--- config.mk ---
export PLATFORM = sky130hd
export DESIGN_NAME = vga_controller_flat
export DESIGN_NICKNAME = d
export VERILOG_FILES = /design/src/rtl/vga_pkg.sv /design/src/rtl/vga_if.sv /design/src/rtl/vga_sync_counter.sv /design/src/rtl/vga_controller.sv /design/src/flat_wrapper.sv
export SDC_FILE = /design/constraint.sdc
export NUM_CORES = 1
export LEC_CHECK = 0
export BUFFER_PORTS_ARGS = -buffer_cell sky130_fd_sc_hd__buf_2
export CAP_MARGIN = 0
export CELL_PAD_IN_SITES_DETAIL_PLACEMENT = 0
export CELL_PAD_IN_SITES_GLOBAL_PLACEMENT = 1
export CORE_ASPECT_RATIO = 1.1
export CORE_MARGIN = 4
export CORE_UTILIZATION = 43
export DETAILED_ROUTE_END_ITERATION = 16
export PLACE_DENSITY_LB_ADDON = 0.1
export REMOVE_ABC_BUFFERS = 1
export SLEW_MARGIN = 20
export SYNTH_ARGS = -nofsm -noshare
export SYNTH_HDL_FRONTEND = slang
export SYNTH_SLANG_ARGS = --single-unit
--- constraint.sdc ---
create_clock -name CLOCK_25 -period 3.95 [get_ports CLOCK_25]
set_input_delay 0.395 -clock CLOCK_25 [delete_from_list [all_inputs] [get_ports CLOCK_25]]
set_output_delay 0.395 -clock CLOCK_25 [all_outputs]
set_load 0.01 [all_outputs]
--- src/rtl/vga_pkg.sv ---
// vga_pkg: shared VGA 640x480@60 timing constants, widths, payload types and
// helpers. Imported by the controller, the counter sub-module and any image
// generator so that all of them agree on frame geometry and colour width.
package vga_pkg;

    // Horizontal timing, in pixel clocks
    localparam int unsigned H_VISIBLE = 640;
    localparam int unsigned H_FP      = 16;
    localparam int unsigned H_SYNC    = 96;
    localparam int unsigned H_BP      = 48;
    localparam int unsigned H_TOTAL   = H_VISIBLE + H_FP + H_SYNC + H_BP;

    // Vertical timing, in lines
    localparam int unsigned V_VISIBLE = 480;
    localparam int unsigned V_FP      = 10;
    localparam int unsigned V_SYNC    = 2;
    localparam int unsigned V_BP      = 33;
    localparam int unsigned V_TOTAL   = V_VISIBLE + V_FP + V_SYNC + V_BP;

    // Visible frame geometry shared with the image generator
    localparam int unsigned FRAME_WIDTH  = 640;
    localparam int unsigned FRAME_HEIGHT = 480;

    localparam int unsigned COLOR_W     = 3;
    localparam int unsigned CNT_W       = 12;
    localparam int unsigned FRAME_CNT_W = 16;

    // First and last counter value whose following cycle drives sync low
    localparam int unsigned H_SYNC_FIRST = H_VISIBLE + H_FP;
    localparam int unsigned H_SYNC_LAST  = H_VISIBLE + H_FP + H_SYNC - 1;
    localparam int unsigned V_SYNC_FIRST = V_VISIBLE + V_FP;
    localparam int unsigned V_SYNC_LAST  = V_VISIBLE + V_FP + V_SYNC - 1;

    typedef logic [CNT_W-1:0]       coord_t;
    typedef logic [COLOR_W-1:0]     color_t;
    typedef logic [FRAME_CNT_W-1:0] frame_cnt_t;

    // Registered pin stage towards the DAC / connector
    typedef struct packed {
        color_t rgb;
        logic   hsync;
        logic   vsync;
    } vga_pins_t;

    // Inclusive range test on a counter value
    function automatic logic in_range(coord_t v, coord_t lo, coord_t hi);
        return (v >= lo) && (v <= hi);
    endfunction

endpackage

--- src/rtl/vga_if.sv ---
// vga_if: bundle between the VGA controller and its image generator / pins.
//   master : controller side (drives timing, pins, frame_cnt; reads color)
//   slave  : generator / observer side (drives color; reads everything else)
interface vga_if
    import vga_pkg::*;
();
    color_t     color;
    coord_t     x;
    coord_t     y;
    logic       active;
    logic       frame_start;
    color_t     vga_rgb;
    logic       vga_hsync;
    logic       vga_vsync;
    frame_cnt_t frame_cnt;

    modport master (
        input  color,
        output x, y, active, frame_start,
        output vga_rgb, vga_hsync, vga_vsync, frame_cnt
    );

    modport slave (
        output color,
        input  x, y, active, frame_start,
        input  vga_rgb, vga_hsync, vga_vsync, frame_cnt
    );
endinterface

--- src/rtl/vga_sync_counter.sv ---
// vga_sync_counter: owns the x/y raster counters and their wrap rules.
//   CLOCK_25  pixel clock
//   RESET_N   async active-low reset
//   x, y      registered counters
//   x_next_c  value x takes at the next edge (combinational)
//   y_next_c  value y takes at the next edge (combinational)
module vga_sync_counter
    import vga_pkg::*;
(
    input  logic   CLOCK_25,
    input  logic   RESET_N,
    output coord_t x,
    output coord_t y,
    output coord_t x_next_c,
    output coord_t y_next_c
);

    coord_t x_q;
    coord_t y_q;
    logic   x_wrap_c;

    // Out-of-range values (>= total) are treated as a wrap point
    always_comb begin
        x_wrap_c = (x_q >= CNT_W'(H_TOTAL - 1));
        x_next_c = x_wrap_c ? '0 : x_q + CNT_W'(1);
        y_next_c = y_q;
        if (y_q >= CNT_W'(V_TOTAL)) begin
            y_next_c = '0;
        end else if (x_wrap_c) begin
            y_next_c = (y_q == CNT_W'(V_TOTAL - 1)) ? '0 : y_q + CNT_W'(1);
        end
    end

    always_ff @(posedge CLOCK_25 or negedge RESET_N) begin
        if (!RESET_N) begin
            x_q <= '0;
            y_q <= '0;
        end else begin
            x_q <= x_next_c;
            y_q <= y_next_c;
        end
    end

    assign x = x_q;
    assign y = y_q;

endmodule

--- src/rtl/vga_controller.sv ---
// vga_controller: 640x480@60 VGA timing generator with registered pin stage.
//   CLOCK_25  25 MHz pixel clock
//   RESET_N   async active-low reset
//   bus       vga_if.master: color in; x, y, active, frame_start, vga_rgb,
//             vga_hsync, vga_vsync, frame_cnt out
// Optional feature: define VGA_FRAME_COUNT_EN to count completed frames on
// frame_cnt; otherwise frame_cnt is tied to zero.
module vga_controller
    import vga_pkg::*;
(
    input  logic CLOCK_25,
    input  logic RESET_N,
    vga_if.master bus
);

    coord_t    x;
    coord_t    y;
    coord_t    x_next_c;
    coord_t    y_next_c;
    logic      active_q;
    logic      frame_start_q;
    vga_pins_t pins_q;

    vga_sync_counter u_sync (
        .CLOCK_25 (CLOCK_25),
        .RESET_N  (RESET_N),
        .x        (x),
        .y        (y),
        .x_next_c (x_next_c),
        .y_next_c (y_next_c)
    );

    // active/frame_start decode the next x/y so they line up with the current
    // registered x/y; pins decode the current x/y so they lag by one cycle.
    always_ff @(posedge CLOCK_25 or negedge RESET_N) begin
        if (!RESET_N) begin
            active_q      <= 1'b0;
            frame_start_q <= 1'b0;
            pins_q        <= '{rgb: '0, hsync: 1'b1, vsync: 1'b1};
        end else begin
            active_q      <= (x_next_c < CNT_W'(FRAME_WIDTH)) &&
                             (y_next_c < CNT_W'(FRAME_HEIGHT));
            frame_start_q <= (x_next_c == '0) && (y_next_c == '0);
            pins_q.rgb    <= active_q ? bus.color : '0;
            pins_q.hsync  <= !in_range(x, CNT_W'(H_SYNC_FIRST), CNT_W'(H_SYNC_LAST));
            pins_q.vsync  <= !in_range(y, CNT_W'(V_SYNC_FIRST), CNT_W'(V_SYNC_LAST));
        end
    end

    assign bus.x           = x;
    assign bus.y           = y;
    assign bus.active      = active_q;
    assign bus.frame_start = frame_start_q;
    assign bus.vga_rgb     = pins_q.rgb;
    assign bus.vga_hsync   = pins_q.hsync;
    assign bus.vga_vsync   = pins_q.vsync;

`ifdef VGA_FRAME_COUNT_EN
    frame_cnt_t frame_cnt_q;
    logic       frame_wrap_c;

    // A frame completes on the edge where y wraps back to line 0
    assign frame_wrap_c = (x >= CNT_W'(H_TOTAL - 1)) && (y == CNT_W'(V_TOTAL - 1));

    always_ff @(posedge CLOCK_25 or negedge RESET_N) begin
        if (!RESET_N) begin
            frame_cnt_q <= '0;
        end else if (frame_wrap_c) begin
            frame_cnt_q <= frame_cnt_q + FRAME_CNT_W'(1);
        end
    end

    assign bus.frame_cnt = frame_cnt_q;
`else
    assign bus.frame_cnt = '0;
`endif

endmodule
--- src/flat_wrapper.sv ---
// flat-port wrapper written by rule: the top's interface ports become plain ports
module vga_controller_flat import vga_pkg::*;
  (CLOCK_25, RESET_N, bus_color, bus_x, bus_y, bus_active, bus_frame_start, bus_vga_rgb, bus_vga_hsync, bus_vga_vsync, bus_frame_cnt);
  vga_if bus_i ();
  input  logic CLOCK_25;
  input  logic RESET_N;
  input wire logic [$bits(bus_i.color)-1:0] bus_color;
  output wire logic [$bits(bus_i.x)-1:0] bus_x;
  output wire logic [$bits(bus_i.y)-1:0] bus_y;
  output wire logic [$bits(bus_i.active)-1:0] bus_active;
  output wire logic [$bits(bus_i.frame_start)-1:0] bus_frame_start;
  output wire logic [$bits(bus_i.vga_rgb)-1:0] bus_vga_rgb;
  output wire logic [$bits(bus_i.vga_hsync)-1:0] bus_vga_hsync;
  output wire logic [$bits(bus_i.vga_vsync)-1:0] bus_vga_vsync;
  output wire logic [$bits(bus_i.frame_cnt)-1:0] bus_frame_cnt;
  assign bus_i.color = bus_color;
  assign bus_x = bus_i.x;
  assign bus_y = bus_i.y;
  assign bus_active = bus_i.active;
  assign bus_frame_start = bus_i.frame_start;
  assign bus_vga_rgb = bus_i.vga_rgb;
  assign bus_vga_hsync = bus_i.vga_hsync;
  assign bus_vga_vsync = bus_i.vga_vsync;
  assign bus_frame_cnt = bus_i.frame_cnt;
  vga_controller u_core (.CLOCK_25(CLOCK_25), .RESET_N(RESET_N), .bus(bus_i));
endmodule
After elaboration in Yosys (flattened, before gate mapping)
Cells that the tools add are included.

Bits of input ports: 5. Output and inout port bits: 47. Word-level logic and storage cells: 31. Register bits: 31.

$add $sub $neg: 2. Magnitude comparators: 8. Muxes and demuxes: 5. Equal/unequal tests: 1. Reduce and logical (&&, ||, !) cells: 8.

Operator list (number): 12-bit 2-to-1 mux (4); 12-bit by 10-bit >= comparator with 1-bit output (second input constant) (3); 12-bit by 1-bit adder with 12-bit output (second input constant) (2); 12-bit logical NOT (2); 12-bit by 10-bit == test with 1-bit output (second input constant) (1); 12-bit by 9-bit >= comparator with 1-bit output (second input constant) (1); 12-bit by 10-bit less-or-equal comparator with 1-bit output (second input constant) (1); 12-bit by 9-bit less-or-equal comparator with 1-bit output (second input constant) (1); 12-bit by 10-bit less-than comparator with 1-bit output (second input constant) (1); 12-bit by 9-bit less-than comparator with 1-bit output (second input constant) (1); 1-bit logical AND (4); 3-bit 2-to-1 mux (1); 1-bit logical NOT (2).

Logic depth before layout (Yosys ltp)
Depth after elaboration: 6. Mapped depth: 9. Mapped depth without buffers: 8.

By module
Synthesis repeated with hierarchy kept, for this count alone.

Cell total of the unflattened synthesis: 165. Area total of the unflattened synthesis: 1635.3 µm².

By module, submodules not included: vga_sync_counter (times used 1, area each 1176.1 µm², sequential area each 600.6 µm², cells an instance 116); vga_controller (times used 1, area each 459.2 µm², sequential area each 177.7 µm², cells an instance 49).

Worst setup path after synthesis
No wires, ideal clock.

Path type: reg-to-reg. From: reg u_core.u_sync.x_q[0] (netlist: u_core.u_sync.x[0]). To: reg u_core.frame_start_q (netlist: u_core.bus.frame_start). Library setup time: 0.096 ns. Arrival time: 1.867 ns. Setup slack: 1.988 ns. Clock period less this slack: 1.962 ns. Data required time: 3.854 ns. Path buffers: 0. Cell stages (with the launch flop): 8. Path through: dfrtp_1 > ha_1 > nand4_4 > a21o_4 > a211oi_4 > xnor2_1 > a31oi_1 > nor4_2.

Longest elaborated chain between the ends: 5. Elaborated cells between the ends (all ways): 8. Classes of those cells: add/sub: 1; order compare: 1; mux: 3; reduce/logical: 3.

RTL lines: from (decl) (RTL line vga_sync_counter.sv:18) `coord_t x_q;`; from (signal assigned) (RTL line vga_sync_counter.sv:39) `x_q <= x_next_c;`; 12-bit by 10-bit >= comparator with 1-bit output (RTL line vga_sync_counter.sv:24) `x_wrap_c = (x_q >= CNT_W'(H_TOTAL - 1));`; 12-bit 2-to-1 mux (RTL line vga_sync_counter.sv:29) `end else if (x_wrap_c) begin`; 12-bit 2-to-1 mux (RTL line vga_sync_counter.sv:27) `if (y_q >= CNT_W'(V_TOTAL)) begin`; 12-bit logical NOT (RTL line vga_controller.sv:43) `frame_start_q <= (x_next_c == '0) && (y_next_c == '0);`; 1-bit logical AND (*) (RTL line vga_controller.sv:43); to (signal assigned) (RTL line vga_controller.sv:43); to (decl) (RTL line vga_controller.sv:21) `logic frame_start_q;`.

Every way passes the cells marked *; elsewhere a longest branch is shown, timed or not.

Worst setup path in the final report
From: reg u_core.u_sync.y_q[0] (netlist: u_core.u_sync.y[0]). To: reg u_core.frame_start_q (netlist: u_core.bus.frame_start).

Longest elaborated chain between the ends: 6. Elaborated cells between the ends (all ways): 8. Classes of those cells: add/sub: 1; order compare: 1; eq/ne: 1; mux: 3; reduce/logical: 2.

RTL lines: from (decl) (RTL line vga_sync_counter.sv:19) `coord_t y_q;`; from (signal assigned) (RTL line vga_sync_counter.sv:40) `y_q <= y_next_c;`; 12-bit by 1-bit adder with 12-bit output / 12-bit by 10-bit == test with 1-bit output (equally long branches) (RTL line vga_sync_counter.sv:30) `y_next_c = (y_q == CNT_W'(V_TOTAL - 1)) ? '0 : y_q + CNT_W'(1);`; 12-bit 2-to-1 mux (RTL line vga_sync_counter.sv:30); 12-bit 2-to-1 mux (RTL line vga_sync_counter.sv:29); 12-bit 2-to-1 mux (*) (RTL line vga_sync_counter.sv:27); 12-bit logical NOT (*) (RTL line vga_controller.sv:43); 1-bit logical AND (*) (RTL line vga_controller.sv:43).

Marks and branches as above.

==> flow_summary.json <==
{
  "cts.sinks": 31,
  "area_delta_synth_final_pct": 9.62,
  "p_per_area_nw_per_um2": 310,
  "hold_slack_ns": 0.153,
  "setup_tns_ns": 0,
  "fillCellCount": 419,
  "synth_edf_count": 0,
  "r2r_start": "u_core.u_sync.y[0]",
  "wl_per_cell_um": 14.8,
  "grt_overflow": 0,
  "dr.pass1.iters": 4,
  "gp_congestion": 0.912,
  "max_stage_delay_ns": 0.46,
  "htreeDepth": 2,
  "dieArea_sq_um": 5680,
  "synthFlopType": "dfrtp_1",
  "cp-end-kind": "register",
  "die_h_um": 78.6,
  "worstPathRequired_ns": 4.14,
  "clkTransAtPathRegs_ns": 0.06,
  "register_area_sq_um": 778,
  "grt.total_usage_pct": 16.4,
  "synth_top_cell_area_share_pct": 37.2,
  "fin_nets": 241,
  "p_leak_nw": 0.989,
  "antenna_found_initial": 0,
  "crit_start": "u_core.u_sync.y[0]",
  "grt_max_degree": 32,
  "hp-class": "primary input to asynchronous set/reset pin",
  "crit_family": "simple AND/OR/NAND/NOR gates",
  "cts_buffer_depth": 2,
  "pwr-share-seq_pct": 50.9,
  "ir_drop_mv": 0.231,
  "clock_power_share_pct": 38.5,
  "syn_area_per_cell_sq_um": 10.0,
  "drc_errors": 0,
  "combPwrFrac_pct": 10.6,
  "cp_num_buf_inv": 1,
  "cp-start-kind": "register",
  "netlist_top_cells_count": "29 x dfrtp_1, 29 x nor2_1, 16 x buf_4",
  "synth_warnings": 0,
  "syn_inst": 195,
  "clockRootBuffer": "clkbuf_8",
  "rsz0062_at_grt": "no",
  "crit_fanout": 11,
  "hold_violations": 0,
  "grt_pass1_wl_um": 7270,
  "vias_per_cell": 5.00,
  "ys_top_cells_by_area": "dfrtp_1 37%, buf_4 6.2%, nor2_1 5.6%",
  "worstMarginPinSlew_ns": 0.689,
  "fin_skew_ns": 0.0122,
  "maxSlewViolCount": 0,
  "p_total_uw": 663,
  "fmax_ghz": 0.448,
  "num_io_pins": 52,
  "switching_share_pct": 26.0,
  "netlist.top_cell.by_area": "dfrtp_1",
  "n_antenna_cell": 0,
  "outcome": "complete, no violations",
  "cp.depth": 8,
  "cts_tree": "done",
  "hpwl_um": 3240,
  "cp_cell_sequence": "inv_1, ha_1, nor2b_1, o211ai_1, nor3_2, nor2_2, o2111ai_1, nor4_2",
  "reg2reg_to": "u_core.bus.frame_start",
  "hold_buffers": 0,
  "cts-resized-gates": 0,
  "first_global_vias": 1418,
  "cts_setup_buffers": 0,
  "finalCritPeriodShare_pct": 56.5,
  "design.core.area_sq_um": 4350,
  "port_buffers": 35,
  "ant_nets": 0,
  "setup_viol_count_final": 0,
  "syn-cell-area_sq_um": 1950,
  "synth-seq-cells": 31,
  "fin_util_pct": 49.2,
  "crit_arrival_ns": 2.42,
  "multi_input_area_sq_um": 1000,
  "fin_crit_ns": 2.23,
  "p_sw_uw": 173,
  "slew_headroom_pct": 54.1,
  "vias": 1426,
  "worst-setup-path-type": "register to register",
  "worst_r2r_path_depth": 8,
  "chipWidth_um": 72.2,
  "routed_wirelength_um": 4220,
  "internal_power_uw": 490,
  "ys_async_sr_fraction_pct": 100,
  "synth_cell_types": 56,
  "ys_seq_area_share_pct": 39.9,
  "layout-drive-gt1-share_pct": 27.7,
  "drtIter0Drc": 100,
  "numCtsBuffers": 5,
  "maxCapViolCount": 0,
  "cp_slowest_cell": "dfrtp_1",
  "fp-row-count": 25,
  "clkLatencyLatePin_ns": 0.29,
  "start_util_pct": 44.9,
  "ff2ff_setup_slack_ns": 1.72
}
## cell type report
type	instances	area share [%]
Clock buffer	7	4.04
Clock inverter	1	0.234
Multi-Input combinational cell	150	46.8
Inverter	7	1.23
Tap cell	54	3.16
Timing Repair Buffer	35	8.19
Sequential cell	31	36.4
## metal layers
metal / vias up / wire (um) / track usage, % / share of wire, %
met5: - / 0 / 0 / 0
met2: 42 / 1980 / 25.4 / 47
li1: 705 / - / - / -
met3: 5 / 259 / 4.48 / 6.1
met1: 674 / 1930 / 22.0 / 46
met4: 0 / 49 / 5.08 / 1.2
## metrics by stage
| stage | setup WS (ns) | instance area, sq um | cells |
|---|---|---|---|
| floorplan | 1.98 | 1800 | 188 |
| global placement | 1.73 | 2050 | 277 |
| detailed placement | 1.74 | 2050 | 277 |
| CTS | 1.71 | 2140 | 285 |
| global route | 1.45 | 2140 | 285 |
| finish | 1.72 | 2140 | 285 |
## logic make-up after synthesis
logic type / count (synthesis) / synth area share (%)
compound gates: 28 / 13.0
xor+xnor: 17 / 8.02
fa+ha+maj: 6 / 3.85
buf+inv: 33 / 12.5
flops: 31 / 39.9
mux: 1 / 0.577
other cells: 1 / 0.192
simple gates: 78 / 22.0
## worst max path at each step
stage / end
2_1_floorplan: u_core.bus.frame_start
5_1_grt: u_core.bus.frame_start
4_1_cts: u_core.bus.frame_start
3_3_place_gp: u_core.bus.frame_start
3_5_place_dp: u_core.bus.frame_start
6_report: u_core.bus.frame_start
## sequential cells by signal, summed over array words and instances, names as in the netlist
name                    flops
u_core.u_sync.x            12
u_core.bus.active           1
u_core.u_sync.y            12
u_core.bus.vga_rgb          3
u_core.bus.vga_hsync        1
u_core.bus.vga_vsync        1
u_core.bus.frame_start      1
## power groups by stage
| stage | sequential [mW] | clock (mW) | combinational [mW] |
|---|---|---|---|
| 3_3_place_gp | 0.343 | 0 | 0.0696 |
| 6_report | 0.337 | 0.256 | 0.0701 |
| 5_1_grt | 0.340 | 0.281 | 0.0815 |
| 2_1_floorplan | 0.346 | 0 | 0.0386 |
| 4_1_cts | 0.338 | 0.264 | 0.0706 |
| 3_5_place_dp | 0.344 | 0 | 0.0701 |
## worst reg2reg max path: stages (launching register included)
cell and delay (ns):
dfrtp_1 0.46, inv_1 0.14, ha_1 0.23, nor2b_1 0.13, o211ai_1 0.24, nor3_2 0.09, nor2_2 0.41, o2111ai_1 0.21
nor4_2 0.22
## cells in the final DEF, fill, tap and decap left out, drive strengths merged, types with 3 or more instances in the layout
master   Yosys  layout
nand3        7       7
clkbuf       5       7
nand2       11      11
xor2        10      10
dfrtp       29      29
o2111ai      3       3
conb         1      20
a22oi        3       3
xnor2        7       7
nor2        32      32
o21ai        4       4
and2         3       3
nand4        3       3
nor4         4       4
ha           6       6
a21oi        4       4
inv          7       7
o211ai       3       3
nor3         7       7
buf         21      35
No activity file was read; power rests on OpenSTA's default activity.
